### config.mk
export PLATFORM = sky130hd
export DESIGN_NAME = histogram_bin_ctrl
export DESIGN_NICKNAME = d
export VERILOG_FILES = /design/src/rtl/histogram_bin_ctrl.sv
export SDC_FILE = /design/constraint.sdc
export NUM_CORES = 1
export LEC_CHECK = 0
export BUFFER_PORTS_ARGS = -buffer_cell sky130_fd_sc_hd__buf_4
export CORE_MARGIN = 4
export CORE_UTILIZATION = 44
export DETAILED_ROUTE_END_ITERATION = 10
export PLACE_DENSITY = 0.72
export SLEW_MARGIN = 20
export SYNTH_ARGS = -nofsm -noshare
export SYNTH_HDL_FRONTEND = slang
export SYNTH_SLANG_ARGS = --single-unit
### constraint.sdc
create_clock -name clk -period 2.2 [get_ports clk]
set_input_delay 0.22 -clock clk [delete_from_list [all_inputs] [get_ports clk]]
set_output_delay 0.22 -clock clk [all_outputs]
set_load 0.05 [all_outputs]
### src/rtl/histogram_bin_ctrl.sv
// Histogram bin controller: serialises bin increments (read-modify-write), host reads
// and full clears onto a single-port bin RAM with one-cycle synchronous read latency.
module histogram_bin_ctrl #(
  parameter int ADDR_W = 7,
  parameter int CNT_W  = 16,
  parameter int DROP_W = 8
) (
  input  logic              clk,
  input  logic              rst_n,
  input  logic              inc_req_i,
  input  logic [ADDR_W-1:0] inc_addr_i,
  input  logic              clr_req_i,
  input  logic              rd_req_i,
  input  logic [ADDR_W-1:0] rd_addr_i,
  output logic [CNT_W-1:0]  rd_data_o,
  output logic              rd_valid_o,
  output logic [ADDR_W-1:0] mem_addr_o,
  output logic              mem_we_o,
  output logic [CNT_W-1:0]  mem_wdata_o,
  input  logic [CNT_W-1:0]  mem_rdata_i,
  output logic              busy_o,
  output logic              clr_done_o,
  output logic [DROP_W-1:0] drop_cnt_o
);

  typedef enum logic [2:0] {
    S_IDLE     = 3'd0,
    S_INC_RD   = 3'd1,
    S_INC_WR   = 3'd2,
    S_HOST_RD  = 3'd3,
    S_HOST_RSP = 3'd4,
    S_CLEAR    = 3'd5
  } state_t;

  localparam logic [ADDR_W-1:0] LAST_BIN = '1;
  localparam logic [CNT_W-1:0]  CNT_MAX  = '1;
  localparam logic [DROP_W:0]   DROP_MAX = {1'b0, {DROP_W{1'b1}}};

  state_t            state_q, state_d;
  logic              pend_v_q, pend_v_d;
  logic [ADDR_W-1:0] pend_addr_q, pend_addr_d;
  logic [ADDR_W-1:0] cur_addr_q, cur_addr_d;
  logic [ADDR_W-1:0] sweep_q, sweep_d;
  logic              clr_lat_q, clr_lat_d;
  logic              clr_done_q, clr_done_d;
  logic [DROP_W-1:0] drop_q, drop_d;

  logic              clr_any_s;
  logic              pend_any_s;
  logic              consume_s;
  logic              enter_clr_s;
  logic [1:0]        drops_s;
  logic [DROP_W:0]   drop_sum_s;

  function automatic logic [CNT_W-1:0] sat_inc(input logic [CNT_W-1:0] v);
    logic [CNT_W-1:0] r;
    if (v == CNT_MAX) begin
      r = CNT_MAX;
    end else begin
      r = v + CNT_W'(1);
    end
    return r;
  endfunction

  // Next-state arbitration: clear > pending increment > host read
  always_comb begin
    state_d    = state_q;
    clr_any_s  = clr_lat_q | clr_req_i;
    // An increment arriving in IDLE/INC_WR is loaded this cycle, so it counts as pending
    pend_any_s = pend_v_q | inc_req_i;
    case (state_q)
      S_IDLE, S_INC_WR: begin
        if (clr_any_s) begin
          state_d = S_CLEAR;
        end else if (pend_any_s) begin
          state_d = S_INC_RD;
        end else if (rd_req_i) begin
          state_d = S_HOST_RD;
        end else begin
          state_d = S_IDLE;
        end
      end
      S_INC_RD:   state_d = S_INC_WR;
      S_HOST_RD:  state_d = S_HOST_RSP;
      S_HOST_RSP: state_d = S_IDLE;
      S_CLEAR: begin
        if (sweep_q == LAST_BIN) begin
          state_d = S_IDLE;
        end else begin
          state_d = S_CLEAR;
        end
      end
      default:    state_d = S_IDLE;
    endcase
  end

  // Pending entry, clear latch, sweep counter and discarded-event accounting
  always_comb begin
    consume_s   = (state_q == S_INC_RD);
    enter_clr_s = (state_d == S_CLEAR) && (state_q != S_CLEAR);
    pend_v_d    = consume_s ? 1'b0 : pend_v_q;
    pend_addr_d = pend_addr_q;
    drops_s     = 2'd0;
    if (inc_req_i) begin
      if (state_q == S_CLEAR) begin
        drops_s = 2'd1;
      end else if (!pend_v_q || consume_s) begin
        pend_v_d    = 1'b1;
        pend_addr_d = inc_addr_i;
      end else begin
        drops_s = 2'd1;
      end
    end else begin
      drops_s = 2'd0;
    end
    if (enter_clr_s && pend_v_d) begin
      pend_v_d = 1'b0;
      drops_s  = drops_s + 2'd1;
    end else begin
      pend_v_d = pend_v_d;
    end
    drop_sum_s = {1'b0, drop_q} + (DROP_W+1)'(drops_s);
    if (drop_sum_s > DROP_MAX) begin
      drop_d = DROP_MAX[DROP_W-1:0];
    end else begin
      drop_d = drop_sum_s[DROP_W-1:0];
    end
    if (state_q == S_CLEAR || enter_clr_s) begin
      clr_lat_d = 1'b0;
    end else if (clr_req_i) begin
      clr_lat_d = 1'b1;
    end else begin
      clr_lat_d = clr_lat_q;
    end
    sweep_d    = (state_q == S_CLEAR) ? sweep_q + ADDR_W'(1) : '0;
    clr_done_d = (state_q == S_CLEAR) && (sweep_q == LAST_BIN);
    cur_addr_d = consume_s ? pend_addr_q : cur_addr_q;
  end

  // State and control registers
  always_ff @(posedge clk or negedge rst_n) begin
    if (!rst_n) begin
      state_q     <= S_IDLE;
      pend_v_q    <= 1'b0;
      pend_addr_q <= '0;
      cur_addr_q  <= '0;
      sweep_q     <= '0;
      clr_lat_q   <= 1'b0;
      clr_done_q  <= 1'b0;
      drop_q      <= '0;
    end else begin
      state_q     <= state_d;
      pend_v_q    <= pend_v_d;
      pend_addr_q <= pend_addr_d;
      cur_addr_q  <= cur_addr_d;
      sweep_q     <= sweep_d;
      clr_lat_q   <= clr_lat_d;
      clr_done_q  <= clr_done_d;
      drop_q      <= drop_d;
    end
  end

  // RAM and host-side outputs decoded from the registered state
  always_comb begin
    mem_addr_o  = '0;
    mem_we_o    = 1'b0;
    mem_wdata_o = '0;
    rd_data_o   = '0;
    rd_valid_o  = 1'b0;
    case (state_q)
      S_INC_RD:  mem_addr_o = pend_addr_q;
      S_INC_WR: begin
        mem_addr_o  = cur_addr_q;
        mem_we_o    = 1'b1;
        mem_wdata_o = sat_inc(mem_rdata_i);
      end
      S_HOST_RD: mem_addr_o = rd_addr_i;
      S_HOST_RSP: begin
        rd_data_o  = mem_rdata_i;
        rd_valid_o = 1'b1;
      end
      S_CLEAR: begin
        mem_addr_o = sweep_q;
        mem_we_o   = 1'b1;
      end
      default: mem_we_o = 1'b0;
    endcase
  end

  assign busy_o     = (state_q != S_IDLE);
  assign clr_done_o = clr_done_q;
  assign drop_cnt_o = drop_q;

endmodule

* Yosys cells after proc, flatten, opt, wreduce, memory -nomap -nowiden *
Index checks and enable logic that the tools add are counted.
W data, S select, Z words.

storage, ports and cells
  bits in registers = 35
  bits of input ports = 35
  output and inout port bits = 51
  word-level logic and storage cells = 61

operators by class
  add/subtract/negate cells = 4
  order comparisons = 1
  equality and inequality tests = 9
  multiplexer cells = 24
  bitwise gates (word level) = 3
  reduce and logical (&&, ||, !) cells = 12

operator list
  kind                     number
  $mux W16                 3
  $pmux W7 S4              1
  $add A16 B1 Y16 const B  1
  $eq A16 B16 Y1 const B   1
  $pmux W3 S4              1
  $mux W1                  11
  $add A8 B2 Y9            1
  $eq A3 B3 Y1 const B     3
  $gt A9 B8 Y1 const B     1
  $mux W2                  4
  $mux W8                  1
  $add A7 B1 Y7 const B    1
  $eq A7 B7 Y1 const B     1
  $mux W7                  1
  $eq A3 B2 Y1 const B     2
  $mux W3                  2
  $reduce_or A2 Y1         2
  $eq A3 B1 Y1 const B     1
  $logic_and A1 B1 Y1      3
  $logic_not A3 Y1         1
  $ne A3 B3 Y1 const B     1
  $reduce_and A3 Y1        1
  $reduce_bool A3 Y1       1
  $add A2 B1 Y2 const B    1
  other kinds (5)          7

* Longest topological paths before layout *
Gate-level depths: netlist of the first run.

  depth in word-level cells = 11
  depth in mapped cells = 10
  gate-level depth less buffers = 9

* Least setup slack after synthesis of the first run *
OpenSTA, ideal clock, no wires.

  path kind = in2out
  start = input port mem_rdata_i[0]
  end = output port mem_wdata_o[14]
  arrival time = 2,419 ps
  data required time = 1,980 ps
  setup slack = -439 ps
  stages = 5
  path buffers = 0
  cells stage by stage = ha_1 -> nand4_2 -> or4_4 -> o21ai_0 -> nor3b_1

on the way
  cells in the longest elaborated chain, start to end = 3
  elaborated cells between the ends (all ways) = 4
  those cells by class = add/sub: 1; eq/ne: 1; mux: 2

ends and longest elaborated chain
  what                                               RTL line  RTL
  start, declared                                    20        input logic [CNT_W-1:0] mem_rdata_i,
  $add A16 B1 Y16 or $eq A16 B16 Y1 (tied branches)  60, 57
  $mux W16 (*)                                       57        if (v == CNT_MAX) begin
  $mux W16 (*)                                       170       case (state_q)
  end, declared                                      19        output logic [CNT_W-1:0] mem_wdata_o,

Mark *: on every way between the ends. The rest lies on a longest branch, timed or not.

* Final worst setup path of the first run *
  start = register state_q[0]
  end = register drop_q[4] (netlist: drop_cnt_o[4])

on the way
  cells in the longest elaborated chain, start to end = 10
  elaborated cells between the ends (all ways) = 24
  those cells by class = add/sub: 2; order compare: 1; eq/ne: 6; mux: 10; reduce/logical: 5

ends and longest elaborated chain
  what                                                  RTL line  RTL
  start, declared                                       39        state_t state_q, state_d;
  start signal, assigned                                152       state_q <= state_d;
  $eq A3 B1 Y1 (tied with other cells)                  71, 99
  $logic_or A1 B1 Y1 (tied with other cells)            107       end else if (!pend_v_q || consume_s) begin
  $mux W1 or $pmux W3 S4 (tied branches)                107, 71
  $mux W1 or $eq A3 B3 Y1 (tied branches)               105, 100
  $mux W2 (tied with other cells)                       104       if (inc_req_i) begin
  $add A2 B1 Y2 or $logic_and A1 B1 Y1 (tied branches)  118, 116
  $mux W2 (*)                                           116       if (enter_clr_s && pend_v_d) begin
  $add A8 B2 Y9 (*)                                     122       drop_sum_s = {1'b0, drop_q} + (DROP_W+1)'(drops_s);
  $gt A9 B8 Y1                                          123       if (drop_sum_s > DROP_MAX) begin
  $mux W8 (*)                                           123
  net drop_d[4]                                         46        logic [DROP_W-1:0] drop_q, drop_d;
  end signal, assigned                                  159       drop_q <= drop_d;
  end, declared                                         46

Mark *: on every way through the listed nets, which the timed path passes. The rest lies on a longest branch.
A chain may end at the register's enable or synchronous reset.

==> metrics.txt, run 1 <==
min cycle time layout=2.16 ns; die area=6280 um2; GR Util All Layers=0.199; drt wl/cell=14.7 um; H-Tree Depth=2; sw frac=0.357; most frequent cells in the layout=buf_4 (106), dfrtp_1 (35), nand2_1 (23); share of cells above drive strength 1=0.454; Synth Area per Inst=9.23 um2; cell area after layout=3280 um2; commonest non-fill, non-tap cell in the layout=buf_4; final setup fails=0; flop and latch count out of synthesis=35; hold path start=inc_addr_i[3]; Hold Crit Depth=2; top cell type's share of synthesized area=0.392; nets=390; Rel. slew slack=0.701; global-route wire length before repair=10000 um; GP Congestion=0.861; max frequency=463 MHz; initial antenna violation count=0; Initial Utilization=0.464; total gr overflow=0; vias in the first global route=2131; crit path DAT=2.33 ns; largest cells by area after synthesis=dfrtp_1 (39%), mux2_2 (11%), nand2_1 (4.5%); worst hold path endpoint=pend_addr_q[3]; Synth Net Count=283; Max clock buf depth=2; DRC=0; Post-Route Utilization=0.680; Via density=5.20; RSZ-0062 raised after global routing=yes; area grow syn2layout=46.6%; PortBufs=85; DRT iter0 DRCs=38; Leak=1.60 nW; Crit Reg-Reg Endpoint=drop_cnt_o[4]; Chip Width=79.3 um; Synth cell types=37; Synth area leader=dfrtp_1; diode count=0; WP data required=2.37 ns; Final Hold Viols=0; Die Y-Extent=79.3 um; final slew viol count=0; clock share of power=0.268; worst vdd rail ir drop=927 uV; Rows=25; combinational power share=0.317; Critical Path Fanout Max=6; RR Startpoint=state_q[0]; pwr dens=579 nW/um2; outcome=finished clean; clock latency at the later pin of the worst-skew pair=0.29 ns; Num Clock Sinks=35; clk slew on worst S/H paths=0.07 ns; detailed-router iteration count before antenna repair=4; crit path from=state_q[0]; Clock Tree Root=clkbuf_8; Power, Total=1.90 mW; CTS tree=done; # fillers=414; type of origin of the critical path=register; worst min path class=primary input to register; Least-Margin Pin Slew=0.448 ns; final wirelength=6120 um; Sequential Power Share=0.415; Seq/Total Area, Yosys=0.392; Post-Synthesis Cell Area=2230 um2; number of CTS-inserted buffers=5; Core ar.=4820 um2; Post-synth EDFFs=0; DR vias=2170; internal power=1.22 mW; ANT nets after route=0; dpl cell area=3060 um2; Async SR Flop Fraction=1.00; Synth warnings=0; WS Path Type=register to register; boundary pin count=86; CP endpoint kind=register; largest net degree at the start of global routing=36; r2r setup slk=0.04 ns; Psw=676 uW; max capacitance violation total=0; Final HPWL DP=4610 um; TNS Setup=0 ns; Final Cycle Share=0.982; clock skew=0.00961 ns; FF-to-FF path depth=9; Post-Synthesis Cells=242; prevailing post-synth register cell=dfrtp_1
-- registers in the layout, summed over array words and instances, names as in the netlist --
register     cells
pend_v_q         1
state_q          3
sweep_q          7
drop_cnt_o       8
cur_addr_q       7
pend_addr_q      7
clr_done_o       1
clr_lat_q        1
-- worst max path at each step --
stage,to,slack [ns]
after global placement,drop_cnt_o[0],0.02
final,drop_cnt_o[4],0.04
after CTS,drop_cnt_o[3],0.004
after floorplan,mem_wdata_o[10],-0.31
after detailed placement,drop_cnt_o[5],0.008
after global routing,drop_cnt_o[4],-0.09
-- routing by layer --
metal	wire length [um]	track usage
met3	472	0.0533
met5	0	0
met2	2830	0.324
met4	66	0.0670
met1	2750	0.257
-- timing repair --
item / CTS / global route
endpoints found under the setup margin: 5 / 24
gates cloned: 0 / 0
hold endpoints to repair: 35 / 0
hold buffers: 1 / 0
pin swaps: 0 / 2
resized for setup: 0 / 14
buffers inserted: 1 / 6
-- per-stage QoR --
step / hold WS, ns / setup slack [ns] / instances
after floorplan: -0.0756 / -0.307 / 242
after detailed placement: 0.195 / 0.00799 / 401
after CTS: 0.161 / 0.00407 / 411
after global routing: 0.164 / -0.0887 / 417
final: 0.169 / 0.0398 / 417
after global placement: 0.197 / 0.0152 / 401
-- critical path, cell delays in order (launching register included) --
cell and delay [ns]:
dfrtp_1 0.42, and3b_2 0.24, a21oi_2 0.13, nor2b_1 0.07, ha_1 0.27, ha_2 0.19, fa_2 0.38, and2_4 0.17
nand3_4 0.12, nand2_1 0.06
-- cells in the mapped netlist, types with 2 or more instances --
cell	number
dfrtp_1	35
nand2_1	27
mux2_2	21
a21oi_1	19
nor2_1	17
and2_1	15
o21ai_0	11
nand3_1	10
xor2_1	10
xnor2_1	9
a22oi_1	7
nand4_1	7
clkbuf_1	6
nor3_1	6
nor4_1	6
ha_1	5
inv_1	5
nand2b_1	3
and3_1	2
buf_6	2
mux2i_1	2
nor2b_1	2
-- power by group through the flow --
stage | Clock (mW) | Combinational (mW) | Sequential, mW
after floorplan | 0 | 0.143 | 0.997
after global placement | 0 | 0.565 | 0.788
after detailed placement | 0 | 0.576 | 0.792
after CTS | 0.518 | 0.578 | 0.781
after global routing | 0.544 | 0.643 | 0.795
final | 0.508 | 0.601 | 0.788
-- layout make-up --
| type | instances | area [um2] | area share |
|---|---|---|---|
| Inverter | 5 | 18.8 | 0.00573 |
| Multi-Input combinational cell | 194 | 1380 | 0.422 |
| Sequential cell | 35 | 876 | 0.267 |
| Tap cell | 67 | 83.8 | 0.0256 |
| Clock buffer | 8 | 100 | 0.0305 |
| Timing Repair Buffer | 108 | 817 | 0.249 |
-- logic make-up (layout without fill, tap and decap cells) --
family	count (synthesis)	in the layout	share of synthesized area
AOI/OAI and AO/OA	41	41	0.105
xor gates and xnor gates	19	19	0.0745
adders and majority gates	6	6	0.0370
buffers and inverters	13	121	0.0286
DFF	35	35	0.392
muxes	23	23	0.115
and+or+nand+nor	105	105	0.248
(Power assumes the default switching activity.)
==> run 2, diff against run 1 <==
Settings changed: PLACE_DENSITY 0.72 to unset, PLACE_DENSITY_LB_ADDON set to 0.3.
==> metrics.txt, run 2 (synthesis results as in run 1) <==
CP peak stage delay=0.44 ns (+0.02 ns); GP Congestion=0.866 (+0.64%); Clock Tree Root=clkbuf_8; Die Y-Extent=79.3 um (unchanged); boundary pin count=86 (unchanged); Largest register FFs=8 (unchanged); RR Startpoint=state_q[0]; final setup fails=0 (unchanged); Final Hold Viols=0 (unchanged); outcome=finished clean; CTS tree=done; Core ar.=4820 um2 (unchanged); area grow syn2layout=45.1%; Crit Reg-Reg Endpoint=drop_cnt_o[2]; vias in the first global route=2206 (+3.5%); worst vdd rail ir drop=889 uV (-4.1%); Initial Utilization=0.464 (unchanged); M1 GR Usage=0.256 (-0.00125); die area=6280 um2 (unchanged); clk slew on worst S/H paths=0.07 ns (about the same); detailed-router iteration count before antenna repair=4 (unchanged); Post-Layout Cell Count=415 (-0.48%); crit path DAT=2.34 ns (about the same); type of origin of the critical path=register; min cycle time layout=2.16 ns (+0.00433 ns); crit path from=state_q[0]; DR vias=2151 (-0.88%); Final HPWL DP=4590 um (-0.47%); met2 usage=0.331 (+0.00673); final slew viol count=0 (unchanged); CP max stage cell=dfrtp_2; nets=389 (-0.26%); RSZ-0062 raised after global routing=yes; TNS Setup=0 ns (unchanged); final wirelength=6020 um (-1.6%); clock latency at the later pin of the worst-skew pair=0.28 ns (about the same); Chip Width=79.3 um (unchanged); met3 Track Usage GR=0.0544 (+0.00113); Leak=1.61 nW (+0.39%); DRT iter0 DRCs=53 (+39%); max frequency=462 MHz (-0.20%); number of CTS-inserted buffers=5 (unchanged); min setup slack post-route=0.0354 ns (-0.00433 ns); Final Cycle Share=0.984 (+0.00197); GR Util All Layers=0.198 (-0.00140); total gr overflow=0 (unchanged); largest net degree at the start of global routing=36 (unchanged); WP data required=2.38 ns (about the same); initial antenna violation count=0 (unchanged); share of cells above drive strength 1=0.445 (-0.00888); Rows=25 (unchanged); ANT nets after route=0 (unchanged); clock skew=0.0120 ns (+0.00238 ns); drt wl/cell=14.5 um (-1.1%); Num Clock Sinks=35 (unchanged); hold_ws=0.170 ns (+0.000343 ns); FF-to-FF path depth=9 (unchanged); cell area after layout=3240 um2 (-1.1%); global-route wire length before repair=10100 um (+0.82%); Rel. slew slack=0.704 (+0.00295); pwr dens=570 nW/um2 (-1.5%); most frequent cells in the layout=buf_4 (106), dfrtp_1 (34), nand2_1 (26); busiest grt layer=met2; worst min path class=primary input to register; placed cell count=399 (-0.50%); commonest non-fill, non-tap cell in the layout=buf_4; dpl cell area=3050 um2 (-0.49%); dpl ws=0.00563 ns (-0.00236 ns); CP endpoint kind=register; Critical Path End=drop_cnt_o[2]; PortBufs=85 (unchanged); r2r setup slk=0.04 ns (about the same); Critical Path Fanout Max=5 (-1); Via density=5.18 (-0.40%); Hold Crit Depth=2 (unchanged); WS Path Type=register to register; worst-path cell chain=and3b_1 -> a21oi_2 -> nor2b_1 -> ha_1 -> ha_2 -> fa_2 -> buf_4 -> xnor2_2 -> nand2_1; H-Tree Depth=2 (unchanged); Least-Margin Pin Slew=0.444 ns (-0.00442 ns); Max clock buf depth=2 (unchanged); diode count=0 (unchanged); DRC=0 (unchanged); max capacitance violation total=0 (unchanged)
==> run 2: repair_timing <==
action,in CTS,in global routing
pin swaps,1,3
buffers inserted,1,7
hold endpoints to repair,35,0
resized for setup,1,7
setup endpoints to repair,21,20
hold buffers,1,0
==> run 2: metal layers <==
metal,vias to the layer above,share of wire
li1,1070,-
met1,991,0.42
met2,84,0.47
met3,6,0.099
met4,0,0.0083
met5,-,0
==> run 2: metrics by stage <==
step / power (mW) / utilization
6_report: 1.85 / 0.673
5_1_grt: 1.95 / 0.673
4_1_cts: 1.84 / 0.655
3_5_place_dp: 1.38 / 0.632
3_3_place_gp: 1.37 / 0.632
2_1_floorplan: 1.14 / -
==> run 2: cell type report <==
| class | instances | area, um2 |
|---|---|---|
| fill | 407 | 1580 |
| multi-input combinational | 194 | 1370 |
| sequential | 35 | 877 |
| timing repair buffer | 107 | 806 |
| tap | 67 | 83.8 |
| clock buffer | 6 | 82.6 |
| inverter | 5 | 18.8 |
| clock inverter | 1 | 5.00 |
==> run 2: worst min-delay path by stage <==
| stage | startpoint | end | slack [ns] |
|---|---|---|---|
| 2_1_floorplan | rst_n | clr_done_o | -0.08 |
| 3_3_place_gp | rst_n | drop_cnt_o[5] | 0.19 |
| 3_5_place_dp | rst_n | drop_cnt_o[4] | 0.20 |
| 4_1_cts | inc_addr_i[0] | pend_addr_q[0] | 0.16 |
| 5_1_grt | inc_addr_i[1] | pend_addr_q[1] | 0.17 |
| 6_report | inc_addr_i[0] | pend_addr_q[0] | 0.17 |
==> run 2: where the power goes <==
part           switching, mW  internal, mW  leakage, nW
combinational          0.374         0.228         1.11
clock                  0.211         0.245       0.0470
sequential            0.0834         0.707        0.447
total                  0.668          1.18         1.61
==> run 2: critical path, delay by kind of cell (launching register included) <==
family | cells | cell delay (ns)
DFF | 1 | 0.44
and+or+nand+nor | 3 | 0.32
xor gates and xnor gates | 1 | 0.13
adders and majority gates | 3 | 0.86
buffers and inverters | 1 | 0.16
AOI/OAI and AO/OA | 1 | 0.14
==> run 3, diff against run 2 <==
Clock period 2.2 ns to 1.8 ns, I/O delays scaled along.
==> metrics.txt, run 3 (synthesis results as in run 1) <==
CP endpoint kind=register; global-route wire length before repair=13500 um (+34%); WP data required=1.98 ns (-0.40 ns); Num Clock Sinks=35 (unchanged); number of CTS-inserted buffers=5 (unchanged); Core ar.=4820 um2 (unchanged); combinational power share=0.345 (+0.019); DR vias=2593 (+21%); DRT iter0 DRCs=252 (+380%); Psw=924 uW (+38%); final slew viol count=0 (unchanged); area grow syn2layout=79.3%; Clock Tree Root=clkbuf_8; GR Util All Layers=0.275 (+0.0773); drt wl/cell=20.3 um (+40%); RSZ-0062 raised after global routing=yes; ANT nets after route=0 (unchanged); clock skew=0.00602 ns (-0.00597 ns); area taken by multi-input logic gates=1660 um2 (+21%); max frequency=446 MHz (-3.6%); min cycle time layout=2.24 ns (+0.0798 ns); Critical Path Fanout Max=6 (+1); Largest register FFs=8 (unchanged); worst min path class=primary input to register; nets=420 (+8.0%); Final Hold Viols=0 (unchanged); Die Y-Extent=79.3 um (unchanged); PortBufs=85 (unchanged); final setup fails=49 (+49); max capacitance violation total=0 (unchanged); placed cell count=423 (+6.0%); GP Congestion=0.829 (-4.3%); Final Cycle Share=1.25 (+0.263); initial antenna violation count=0 (unchanged); clock latency at the later pin of the worst-skew pair=0.29 ns (about the same); min setup slack post-route=-0.444 ns (-0.480 ns); WS Path Type=register to register; commonest non-fill, non-tap cell in the layout=buf_4; die area=6280 um2 (unchanged); clock share of power=0.245 (-0.002); Post-Layout Cell Count=447 (+7.7%); Sequential Area=876 um2 (-0.14%); Least-Margin Pin Slew=0.433 ns (-0.0110 ns); sw frac=0.390 (+0.0289); Chip Width=79.3 um (unchanged); detailed-router iteration count before antenna repair=5 (+1); Final HPWL DP=5320 um (+16%); Rel. slew slack=0.711 (+0.00736); internal power=1.44 mW (+22%); H-Tree Depth=2 (unchanged); crit path DAT=2.43 ns (+0.09 ns); failing checks=negative setup slack; boundary pin count=86 (unchanged); Sequential Power Share=0.410 (-0.018); vias in the first global route=2617 (+19%); worst-path cell chain=and3b_2 -> a21oi_2 -> nor2b_1 -> ha_1 -> ha_2 -> fa_2 -> and2_4 -> nand3_4 -> nand2b_1; Max clock buf depth=2 (unchanged); DRC=0 (unchanged); outcome=finished with violations; Rows=25 (unchanged); CP peak stage delay=0.41 ns (-0.03 ns); pwr dens=590 nW/um2 (+3.6%); largest net degree at the start of global routing=36 (unchanged); Initial Utilization=0.464 (unchanged); diode count=0 (unchanged); CP max stage cell=dfrtp_1; CTS tree=done; # fillers=270 (-34%); share of cells above drive strength 1=0.611 (+0.165); TNS Setup=-7.76 ns (-7.76 ns); type of origin of the critical path=register; most frequent cells in the layout=buf_4 (90), dfrtp_1 (35), buf_6 (30); worst vdd rail ir drop=1060 uV (+19%); final wirelength=9080 um (+51%); clk slew on worst S/H paths=0.08 ns (about the same); Leak=1.86 nW (+16%); Via density=5.80 (+12%); r2r setup slk=-0.44 ns (-0.48 ns); total gr overflow=0 (unchanged)
==> run 3: layer usage <==
metal / global-route usage / part of all wire
met5: 0 / 0
met3: 0.0635 / 0.076
met1: 0.333 / 0.38
met2: 0.483 / 0.51
met4: 0.0859 / 0.036
==> run 3: repair_timing <==
item / CTS / global route
buffers inserted: 11 / 2
pin swaps: 17 / 4
resized for setup: 86 / 14
gates cloned: 2 / 1
hold buffers: 1 / 0
endpoints found under the setup margin: 46 / 49
endpoints found under the hold margin: 35 / 0
==> run 3: final timing paths <==
check / start / end / cells past startpoint
worst min register to register: cur_addr_q[4] / cur_addr_q[4] / 1
worst max register to register: state_q[1] / drop_cnt_o[0] / 9
worst max-delay path: state_q[1] / drop_cnt_o[0] / 9
max in group asynchronous: rst_n / cur_addr_q[3] / 2
min in group asynchronous: rst_n / drop_cnt_o[4] / 2
worst min-delay path: inc_addr_i[1] / pend_addr_q[1] / 2
==> run 3: layout make-up <==
type                       count  share of cell area
tap                           67              0.0209
multi-input combinational    195               0.415
clock inverter                 3             0.00500
clock buffer                   5              0.0172
sequential                    35               0.219
inverter                       5             0.00468
timing repair buffer         137               0.319
==> run 3: critical path: cells and delay by family, from the launching register on <==
family                   cells  cell delay (ns)
AO/OA/AOI/OAI                1             0.04
adder cells (fa/ha/maj)      3             0.84
flip-flops                   1             0.41
AND/OR/NAND/NOR              5             0.84
==> run 3: metrics by stage <==
step | util | power, mW | hold WS [ns] | instance area, um2 | worst slack, ns
after CTS | 0.812 | 2.31 | 0.121 | 3910 | -0.276
after global routing | 0.832 | 2.47 | 0.111 | 4010 | -0.499
after floorplan | - | 1.41 | -0.116 | 2490 | -0.347
final | 0.832 | 2.37 | 0.122 | 4010 | -0.444
after detailed placement | 0.709 | 1.73 | 0.158 | 3420 | -0.374
after global placement | 0.709 | 1.71 | 0.155 | 3420 | -0.298
==> run 3: power groups by stage <==
stage                     Sequential (mW)  Clock, mW  Combinational (mW)
after floorplan                      1.22          0               0.189
after global placement              0.972          0               0.736
after detailed placement            0.975          0               0.753
after CTS                           0.962      0.577               0.770
after global routing                0.974      0.631               0.861
final                               0.970      0.580               0.816
